### src/rtl/visualizer_frame_sequencer.sv
// Frame-level controller for the linear visualizer: accepts a note frame, launches the
// visualizer, latches its per-bin result and serializes exactly LEDS pixels to the LED driver.
module visualizer_frame_sequencer #(
  parameter int unsigned BIN_QTY    = 12,
  parameter int unsigned LEDS       = 50,
  parameter int unsigned START_HOLD = 2,
  parameter int unsigned TIMEOUT    = 1023,
  parameter int unsigned NOTE_W     = 8,
  parameter int unsigned CW         = $clog2(LEDS)
) (
  input  logic                            clk,
  input  logic                            rst,
  input  logic [BIN_QTY-1:0][NOTE_W-1:0]  notes_in,
  input  logic                            notes_valid,
  output logic                            notes_ready,
  output logic [BIN_QTY-1:0][NOTE_W-1:0]  vis_notes,
  output logic                            vis_start,
  input  logic                            vis_data_v,
  input  logic [BIN_QTY-1:0][23:0]        vis_rgb,
  input  logic [BIN_QTY-1:0][CW-1:0]      vis_led_counts,
  output logic [23:0]                     pix_rgb,
  output logic                            pix_valid,
  input  logic                            pix_ready,
  output logic                            pix_last,
  output logic                            busy,
  output logic                            timeout_flag,
  output logic [15:0]                     frame_count
);

  localparam int unsigned LW  = CW + 1;
  localparam int unsigned BIW = $clog2(BIN_QTY + 1);
  localparam int unsigned HW  = $clog2(START_HOLD + 1);
  localparam int unsigned TW  = $clog2(TIMEOUT + 1);

  typedef enum logic [2:0] {S_IDLE, S_LAUNCH, S_WAIT, S_STREAM, S_PAD} state_e;

  state_e                          state_q, state_d;
  logic                            notes_ready_q, notes_ready_d;
  logic                            busy_q, busy_d;
  logic [BIN_QTY-1:0][NOTE_W-1:0]  vis_notes_q, vis_notes_d;
  logic                            vis_start_q, vis_start_d;
  logic [HW-1:0]                   hold_q, hold_d;
  logic [TW-1:0]                   wait_q, wait_d;
  logic [BIN_QTY-1:0][23:0]        rgb_q, rgb_d;
  logic [BIN_QTY-1:0][CW-1:0]      cnt_q, cnt_d;
  logic [BIW-1:0]                  bin_q, bin_d;
  logic [CW-1:0]                   cib_q, cib_d;
  logic [LW-1:0]                   led_q, led_d;
  logic [23:0]                     pix_rgb_q, pix_rgb_d;
  logic                            pix_valid_q, pix_valid_d;
  logic                            pix_last_q, pix_last_d;
  logic                            tflag_q, tflag_d;
  logic [15:0]                     frames_q, frames_d;

  logic [23:0]                     cur_rgb;
  logic [CW-1:0]                   cur_cnt;
  logic                            xfer;
  logic                            adv;
  logic [LW-1:0]                   led_nxt;

  always_ff @(posedge clk) begin
    if (!rst) begin
      state_q       <= S_IDLE;
      notes_ready_q <= 1'b1;
      busy_q        <= 1'b0;
      vis_notes_q   <= '0;
      vis_start_q   <= 1'b0;
      hold_q        <= '0;
      wait_q        <= '0;
      rgb_q         <= '0;
      cnt_q         <= '0;
      bin_q         <= '0;
      cib_q         <= '0;
      led_q         <= '0;
      pix_rgb_q     <= '0;
      pix_valid_q   <= 1'b0;
      pix_last_q    <= 1'b0;
      tflag_q       <= 1'b0;
      frames_q      <= '0;
    end else begin
      state_q       <= state_d;
      notes_ready_q <= notes_ready_d;
      busy_q        <= busy_d;
      vis_notes_q   <= vis_notes_d;
      vis_start_q   <= vis_start_d;
      hold_q        <= hold_d;
      wait_q        <= wait_d;
      rgb_q         <= rgb_d;
      cnt_q         <= cnt_d;
      bin_q         <= bin_d;
      cib_q         <= cib_d;
      led_q         <= led_d;
      pix_rgb_q     <= pix_rgb_d;
      pix_valid_q   <= pix_valid_d;
      pix_last_q    <= pix_last_d;
      tflag_q       <= tflag_d;
      frames_q      <= frames_d;
    end
  end

  always_comb begin
    state_d     = state_q;
    vis_notes_d = vis_notes_q;
    vis_start_d = 1'b0;
    hold_d      = hold_q;
    wait_d      = wait_q;
    rgb_d       = rgb_q;
    cnt_d       = cnt_q;
    bin_d       = bin_q;
    cib_d       = cib_q;
    led_d       = led_q;
    pix_rgb_d   = pix_rgb_q;
    pix_valid_d = pix_valid_q;
    pix_last_d  = pix_last_q;
    tflag_d     = tflag_q;
    frames_d    = frames_q;
    cur_rgb     = '0;
    cur_cnt     = '0;

    for (int unsigned b = 0; b < BIN_QTY; b++) begin
      if (bin_q == BIW'(b)) begin
        cur_rgb = rgb_q[b];
        cur_cnt = cnt_q[b];
      end
    end

    // The output slot advances when empty or when its pixel is taken this cycle.
    xfer    = pix_valid_q && pix_ready;
    adv     = !pix_valid_q || pix_ready;
    led_nxt = led_q + LW'(xfer);
    if (xfer) led_d = led_nxt;

    case (state_q)
      S_IDLE: begin
        if (notes_valid && notes_ready_q) begin
          vis_notes_d = notes_in;
          hold_d      = '0;
          vis_start_d = 1'b1;
          state_d     = S_LAUNCH;
        end
      end
      S_LAUNCH: begin
        if (hold_q == HW'(START_HOLD - 1)) begin
          wait_d  = '0;
          state_d = S_WAIT;
        end else begin
          hold_d      = hold_q + HW'(1);
          vis_start_d = 1'b1;
        end
      end
      S_WAIT: begin
        if (vis_data_v || wait_q == TW'(TIMEOUT - 1)) begin
          if (vis_data_v) begin
            rgb_d = vis_rgb;
            cnt_d = vis_led_counts;
          end else begin
            tflag_d = 1'b1;
            cnt_d   = '0;
          end
          bin_d   = '0;
          cib_d   = '0;
          led_d   = '0;
          state_d = S_STREAM;
        end else begin
          wait_d = wait_q + TW'(1);
        end
      end
      S_STREAM, S_PAD: begin
        if (adv) begin
          pix_valid_d = 1'b0;
          pix_last_d  = 1'b0;
          pix_rgb_d   = '0;
          if (xfer && pix_last_q) begin
            frames_d = frames_q + 16'd1;
            state_d  = S_IDLE;
          end else if (state_q == S_PAD) begin
            pix_valid_d = 1'b1;
            pix_last_d  = (led_nxt == LW'(LEDS - 1));
          end else if (bin_q == BIW'(BIN_QTY)) begin
            state_d = S_PAD;
          end else if (cib_q == cur_cnt) begin
            bin_d = bin_q + BIW'(1);
            cib_d = '0;
          end else begin
            pix_rgb_d   = cur_rgb;
            pix_valid_d = 1'b1;
            pix_last_d  = (led_nxt == LW'(LEDS - 1));
            cib_d       = cib_q + CW'(1);
          end
        end
      end
      default: state_d = S_IDLE;
    endcase

    notes_ready_d = (state_d == S_IDLE);
    busy_d        = (state_d != S_IDLE);
  end

  assign notes_ready  = notes_ready_q;
  assign busy         = busy_q;
  assign vis_notes    = vis_notes_q;
  assign vis_start    = vis_start_q;
  assign pix_rgb      = pix_rgb_q;
  assign pix_valid    = pix_valid_q;
  assign pix_last     = pix_last_q;
  assign timeout_flag = tflag_q;
  assign frame_count  = frames_q;

endmodule

### config.mk
export PLATFORM = sky130hd
export DESIGN_NAME = visualizer_frame_sequencer
export DESIGN_NICKNAME = d
export VERILOG_FILES = /design/src/rtl/visualizer_frame_sequencer.sv
export SDC_FILE = /design/constraint.sdc
export NUM_CORES = 1
export LEC_CHECK = 0
export ABC_AREA = 0
export CORE_AREA = 2 2 234 236
export DETAILED_ROUTE_END_ITERATION = 12
export DIE_AREA = 0 0 236 238
export PLACE_DENSITY = 0.69
export SYNTH_ARGS = -nofsm -noshare
export SYNTH_HDL_FRONTEND = slang
export SYNTH_SLANG_ARGS = --single-unit
### constraint.sdc
create_clock -name clk -period 5.19 [get_ports clk]
set_input_delay 1.038 -clock clk [delete_from_list [all_inputs] [get_ports clk]]
set_output_delay 1.038 -clock clk [all_outputs]
set_load 0.02 [all_outputs]
== After elaboration in Yosys (flattened, before gate mapping) ==
Cells that the tools add are included.

* Word-level logic and storage cells: 182
* Input port bits: 461
* Register bits: 534
* Output and inout port bits: 142

* Reductions and logical operators: 24
* Eq/ne operators: 30
* Bitwise gates (word level): 1
* Add/subtract/negate cells: 6
* Mux-type cells: 71

{| class="wikitable"
|+ Operators with widths
! operator !! number
|-
| 24-bit 2-to-1 mux || 16
|-
| 6-bit 2-to-1 mux || 18
|-
| 72-bit 2-to-1 mux || 1
|-
| 4-bit 2-to-1 mux || 6
|-
| 3-bit 2-to-1 mux || 7
|-
| 7-bit 2-to-1 mux || 3
|-
| 4-bit == test, second input constant || 5
|-
| 10-bit 2-to-1 mux || 2
|-
| 2-bit inequality test, second input constant || 10
|-
| 10-bit case mux with 2 select lines || 1
|-
| 16-bit by 1-bit adder with 16-bit output, second input constant || 1
|-
| 4-bit by 3-bit == test with 1-bit output, second input constant || 4
|-
| 3-bit AND reduction || 5
|-
| 3-bit case mux with 4 select lines || 1
|-
| 6-bit case mux with 2 select lines || 1
|-
| 10-bit by 1-bit adder with 10-bit output, second input constant || 1
|-
| 10-bit == test, second input constant || 1
|-
| 1-bit 2-to-1 mux || 10
|-
| 4-bit by 2-bit == test with 1-bit output, second input constant || 2
|-
| 4-bit case mux with 2 select lines || 1
|-
| 7-bit by 1-bit adder with 7-bit output || 1
|-
| 7-bit by 6-bit == test with 1-bit output, second input constant || 1
|-
| 7-bit AND reduction || 1
|-
| 6-bit by 1-bit adder with 6-bit output, second input constant || 1
|-
| other kinds (22) || 32
|}

== Longest topological paths before layout ==
* Depth after elaboration: 20
* Depth in mapped cells: 14
* Depth with buffers taken out: 10

== Worst setup path before layout ==
OpenSTA, ideal clock, no wires.

* Kind: register -> register
* Start: register bin_q[1]
* End: register bin_q[3]
* Clock period less this slack: 2.880 ns
* Cell stages (with the launch flop): 13
* Library setup time: 0.070 ns
* Slack: 2.310 ns
* Data arrival time: 2.809 ns
* Required time: 5.120 ns
* Path buffers: 2
* Cells stage by stage: dfxtp_1 > inv_1 > ha_1 > buf_2 > a211oi_2 > o22ai_1 > or4_1 > o41a_1 > a211oi_2 > nand4b_1 > buf_2 > or4_1 > a21oi_1

* Word-level cells in the longest chain between the ends: 16
* Elaborated cells between the ends (all ways): 36

{| class="wikitable"
|+ Ends and longest elaborated chain
! what !! RTL line !! text
|-
| start: declaration || 46 || <nowiki>logic [BIW-1:0] bin_q, bin_d;</nowiki>
|-
| start signal: assignment || 90 || <nowiki>bin_q <= bin_d;</nowiki>
|-
| 4-bit logical NOT || 121 || <nowiki>if (bin_q == BIW'(b)) begin</nowiki>
|-
| 6-bit 2-to-1 mux (12 in series) || 121 ||
|-
| 6-bit == test || 181 || <nowiki>end else if (cib_q == cur_cnt) begin</nowiki>
|-
| 2-bit inequality test (no line) || n/a ||
|-
| 7-bit AND reduction (no line) || n/a ||
|}

Several ways; a longest one is shown, not always the timed one. The select of a mux whose other input is x is not followed.
A chain may end at the register's enable or synchronous reset.

== Final worst setup path ==
* Start: register bin_q[2]
* End: register pix_rgb_q[8] (netlist: pix_rgb[8])

* Word-level cells in the longest chain between the ends: 18
* Elaborated cells between the ends (all ways): 42

{| class="wikitable"
|+ Ends and longest elaborated chain
! what !! RTL line !! text
|-
| 4-bit logical NOT || 121 ||
|-
| 6-bit 2-to-1 mux (12 in series) || 121 ||
|-
| 6-bit == test || 181 ||
|-
| 24-bit 2-to-1 mux || 181 ||
|-
| 24-bit 2-to-1 mux (*) || 179 || <nowiki>end else if (bin_q == BIW'(BIN_QTY)) begin</nowiki>
|-
| 24-bit 2-to-1 mux (*) || 176 || <nowiki>end else if (state_q == S_PAD) begin</nowiki>
|-
| 24-bit 2-to-1 mux (*) || 173 || <nowiki>if (xfer && pix_last_q) begin</nowiki>
|-
| end signal: assignment || 93 || <nowiki>pix_rgb_q <= pix_rgb_d;</nowiki>
|-
| end: declaration || 49 || <nowiki>logic [23:0] pix_rgb_q, pix_rgb_d;</nowiki>
|}

Every way passes the cells marked *; elsewhere a longest branch is shown, timed or not.

==> results.txt <==
* Number of buffers created by CTS: 57
- RSZ-0062 raised after global routing: no
- Most common cell after layout, fill and taps aside: nand2_1
- The smallest clock period supported by the final layout is computed as about 4.4 ns.
- Actual slew at the worst max-slew pin: about 1.1 ns
* Nature of the critical path endpoint: flip-flop
- Count of distinct cell types in the synthesized netlist: 65
- Vias in the first global route: around 22000
- For this design the ratio of total power to cell area is ~330 nW/µm².
* Post-synthesis cell area: 21800 µm²
- Across all layers, the routed design uses approximately 22000 vias.
* Startpoint type of the worst setup path: flip-flop
* CTS tree: built
* Critical path's largest stage delay: 1.02 ns
- Number of I/O pins: around 600
- CTS clock-pin slew for the worst setup and hold paths: approximately 0.06 ns
* Count of flip-flops with a built-in enable after synthesis: 0
- The max-slew violation count came to 0.
- The number of hold violations in the final report came to 0.
- After the last flow step, the layout net total stands at around 3700.
- Of all nets on the critical path, the largest fanout is 26.
- Total grt overflow: 0
- Std-Cell Core Area: between 50000 and 60000 µm²
- Port buffering added 602 buffers.
- Launching point of the worst reg2reg path: bin_q[2]
* Data arrival time of the critical path: ~5 ns
* Cells resized by post-CTS repair: 0
- Total of endpoints with negative setup slack in the final report: 0
* DR vias/cell: roughly 5.6
- Mapped Avg Cell Area: approximately 8 µm²
- For the worst flop-to-flop path, the logic depth is 8.
* Fraction of the yosys area taken by sequential cells: around half
- The tree built by TritonCTS fans out to between 500 and 600 sinks.
- The first global-routing pass estimated 131000 µm of wire.
- From synthesis to final layout, the design area changed by 39.5%.
* Clock latency of the later-clocked register in the worst-skew pair: slightly above 0.6 ns
* Commonest cells after routing, fill and taps aside: nand2_1, clkdlybuf4s50_1, dfxtp_1
* Share of layout cells above drive strength 1: 4.93%
- Number of remaining DRC errors: 0
- Placement-stage worst setup slack: 0.767 ns
- Once the clock tree was built, the setup fixing pass inserted 0 buffers.
- Synth Net Count: between 3000 and 4000
* Pin count of the biggest net entering global routing: 190
- In this run the worst hold path is classified as flip-flop to flip-flop.
- GP Congestion: ~0.95
* Setup_tns: 0 ns
- Maximum vdd drop: between 0.2 and 0.3 mV
- Result of the run: finished clean
- Hold-fix buffers at CTS: 0
- Required time of the critical path: approximately 5.7 ns
* Total of flip-flops plus latches after synthesis: roughly 530
- The number of antenna violations at the first check in global routing was 7.
- The floorplan step set the die height to 238 µm.
- The final critical path takes up between 80% and 90% of the cycle.
* CP Capture Point: pix_rgb[8]
* Area of the die: 56200 µm²
* Total wire length after detailed routing: a little under 90000 µm
- The count of nets left with antenna violations once routing finished came out at 0.
- Die span in x: between 200 and 250 µm
- Site row count: 85
* Overall track demand over capacity in global routing: between 30% and 40%
* Cell chosen for the clock root: clkbuf_16
- In the final routed layout, each cell accounts on average for 22.2 µm.
* Dominant register cell in the synthesized netlist: dfxtp_1
* Lkg Pwr: roughly 0.011 µW
- First element of the critical path: bin_q[2]
- The setup check on the worst reg-to-reg path leaves a slack of 0.79 ns.
- Buffer levels on the longest clock path: 3
- Derived from the worst setup path, the maximum achievable clock frequency is about 0.23 GHz.
- During synthesis, Yosys emitted a total of 0 warnings.
- The H-tree generated during clock tree synthesis spans 2 levels.
- The signal on the critical path passes through nand2b_1 -> nor2_1 -> a2111oi_0 -> o22ai_1 -> xnor2_1 -> nand4b_1 -> and3_1 -> a22o_1.
- Across the run, the number of max-cap violations was 0.
- Iteration-0 DRC count of the detailed router: 2182
* Cell count after synthesis: 2775
- Initial DRT Pass Iterations: 6
- The worst path meets setup with around 0.79 ns of slack.
- The critical path is of the flip-flop to flip-flop type.
- Clock Skews: ~0.016 ns
- Detailed placement ended at an HPWL of ~65000 µm.
- Headroom to the max-slew limit came out at roughly a quarter.
- For this configuration, the core starts out at a cell density of between 40% and 50%.
- On the critical path, the stage with the largest delay is an instance of dfxtp_1.
- In this run the critical register-to-register path is captured at pix_rgb[8].
* Share of synthesized registers carrying an async set or reset: 0%
## state kept, by name, summed over array words and instances, names as in the netlist
| signal | count |
|---|---|
| bin_q | 4 |
| busy | 1 |
| cib_q | 6 |
| cnt_q | 72 |
| frame_count | 16 |
| hold_q | 2 |
| led_q | 7 |
| notes_ready | 1 |
| pix_last | 1 |
| pix_rgb | 24 |
| pix_valid | 1 |
| rgb_q | 288 |
| state_q | 3 |
| timeout_flag | 1 |
| vis_notes | 96 |
| vis_start | 1 |
| wait_q | 10 |
## kinds of logic (layout without fill, tap and decap cells)
family,Yosys count,after routing,share of synthesized area (%)
and+or+nand+nor,1129,1129,21.5
DFF,534,534,49.1
other,0,4,0
muxes,4,4,0.184
adders and majority gates,12,12,0.690
xor gates and xnor gates,32,32,1.29
AOI/OAI and AO/OA,817,817,22.8
buffers and inverters,247,761,4.41
## layer usage
layer / track usage [%] / up-vias / wire (µm)
li1: - / 10500 / -
met1: 37.7 / 10600 / 35300
met2: 49.8 / 1029 / 41000
met3: 7.53 / 172 / 8180
met4: 13.6 / 6 / 3850
met5: 0 / - / 39
## how the worst min path moves through the flow
| stage | startpoint | depth (start not counted) | end |
|---|---|---|---|
| after floorplan | rgb_q[126] | 2 | rgb_q[126] |
| after global placement | vis_notes[20] | 2 | vis_notes[20] |
| after detailed placement | rgb_q[256] | 2 | rgb_q[256] |
| after CTS | rgb_q[256] | 2 | rgb_q[256] |
| after global routing | vis_notes[53] | 2 | vis_notes[53] |
| final | vis_notes[15] | 2 | vis_notes[15] |
## power breakdown
group / total (µW) / internal (µW) / switching [µW]
clock network: 4510 / 2770 / 1740
logic: 1200 / 592 / 608
registers: 4330 / 4240 / 86.4
total: 10000 / 7600 / 2440
## critical path: cells and delay by family (launching register included)
kind,cells,cell delay [ns]
XOR/XNOR,1,0.24
AND/OR/NAND/NOR,4,1.76
flip-flops,1,1.02
AO/OA/AOI/OAI,3,1.24
## per-stage QoR
stage / power, µW / cell area (µm²) / hold WS [ns] / instances / util (%)
floorplan: 4900 / 21800 / 0.433 / 2775 / -
global placement: 5590 / 28200 / 0.441 / 3877 / 52.7
detailed placement: 5610 / 28200 / 0.446 / 3878 / 52.7
CTS: 10100 / 30300 / 0.454 / 3985 / 56.7
global route: 10400 / 30300 / 0.466 / 3989 / 56.7
finish: 10000 / 30300 / 0.452 / 3989 / 56.7
## cell usage after synthesis, types with 8 or more instances
master       n  area (µm²)
a2111oi_0   19         166
a21oi_1    516        2580
a221oi_1    38         333
a22o_1      92         806
a22oi_1     19         143
and2_1      10        62.6
and3_1      13        81.3
buf_1       21        78.8
buf_2       13        65.1
clkbuf_1   191         717
dfxtp_1    534       10700
ha_1        12         150
inv_1       18        67.6
nand2_1    831        3120
nand2b_1    10        62.6
nand3_1     15        75.1
nand3b_1    19         143
nand4_1     13        81.3
nor2_1     134         503
nor2b_1     14        87.6
nor3_1      28         140
o21ai_0     51         255
o221ai_1    25         219
xnor2_1      8        70.1
xor2_1      24         210
## final cells by class
type	instances	area [µm²]
fill	4891	23200
antenna	4	10.0
clock buffer	86	1780
clock inverter	21	338
multi-input combinational	1994	10200
inverter	19	78.8
tap	696	871
timing repair buffer	635	6380
sequential	534	10700
Power figures use the tool's default switching activity.
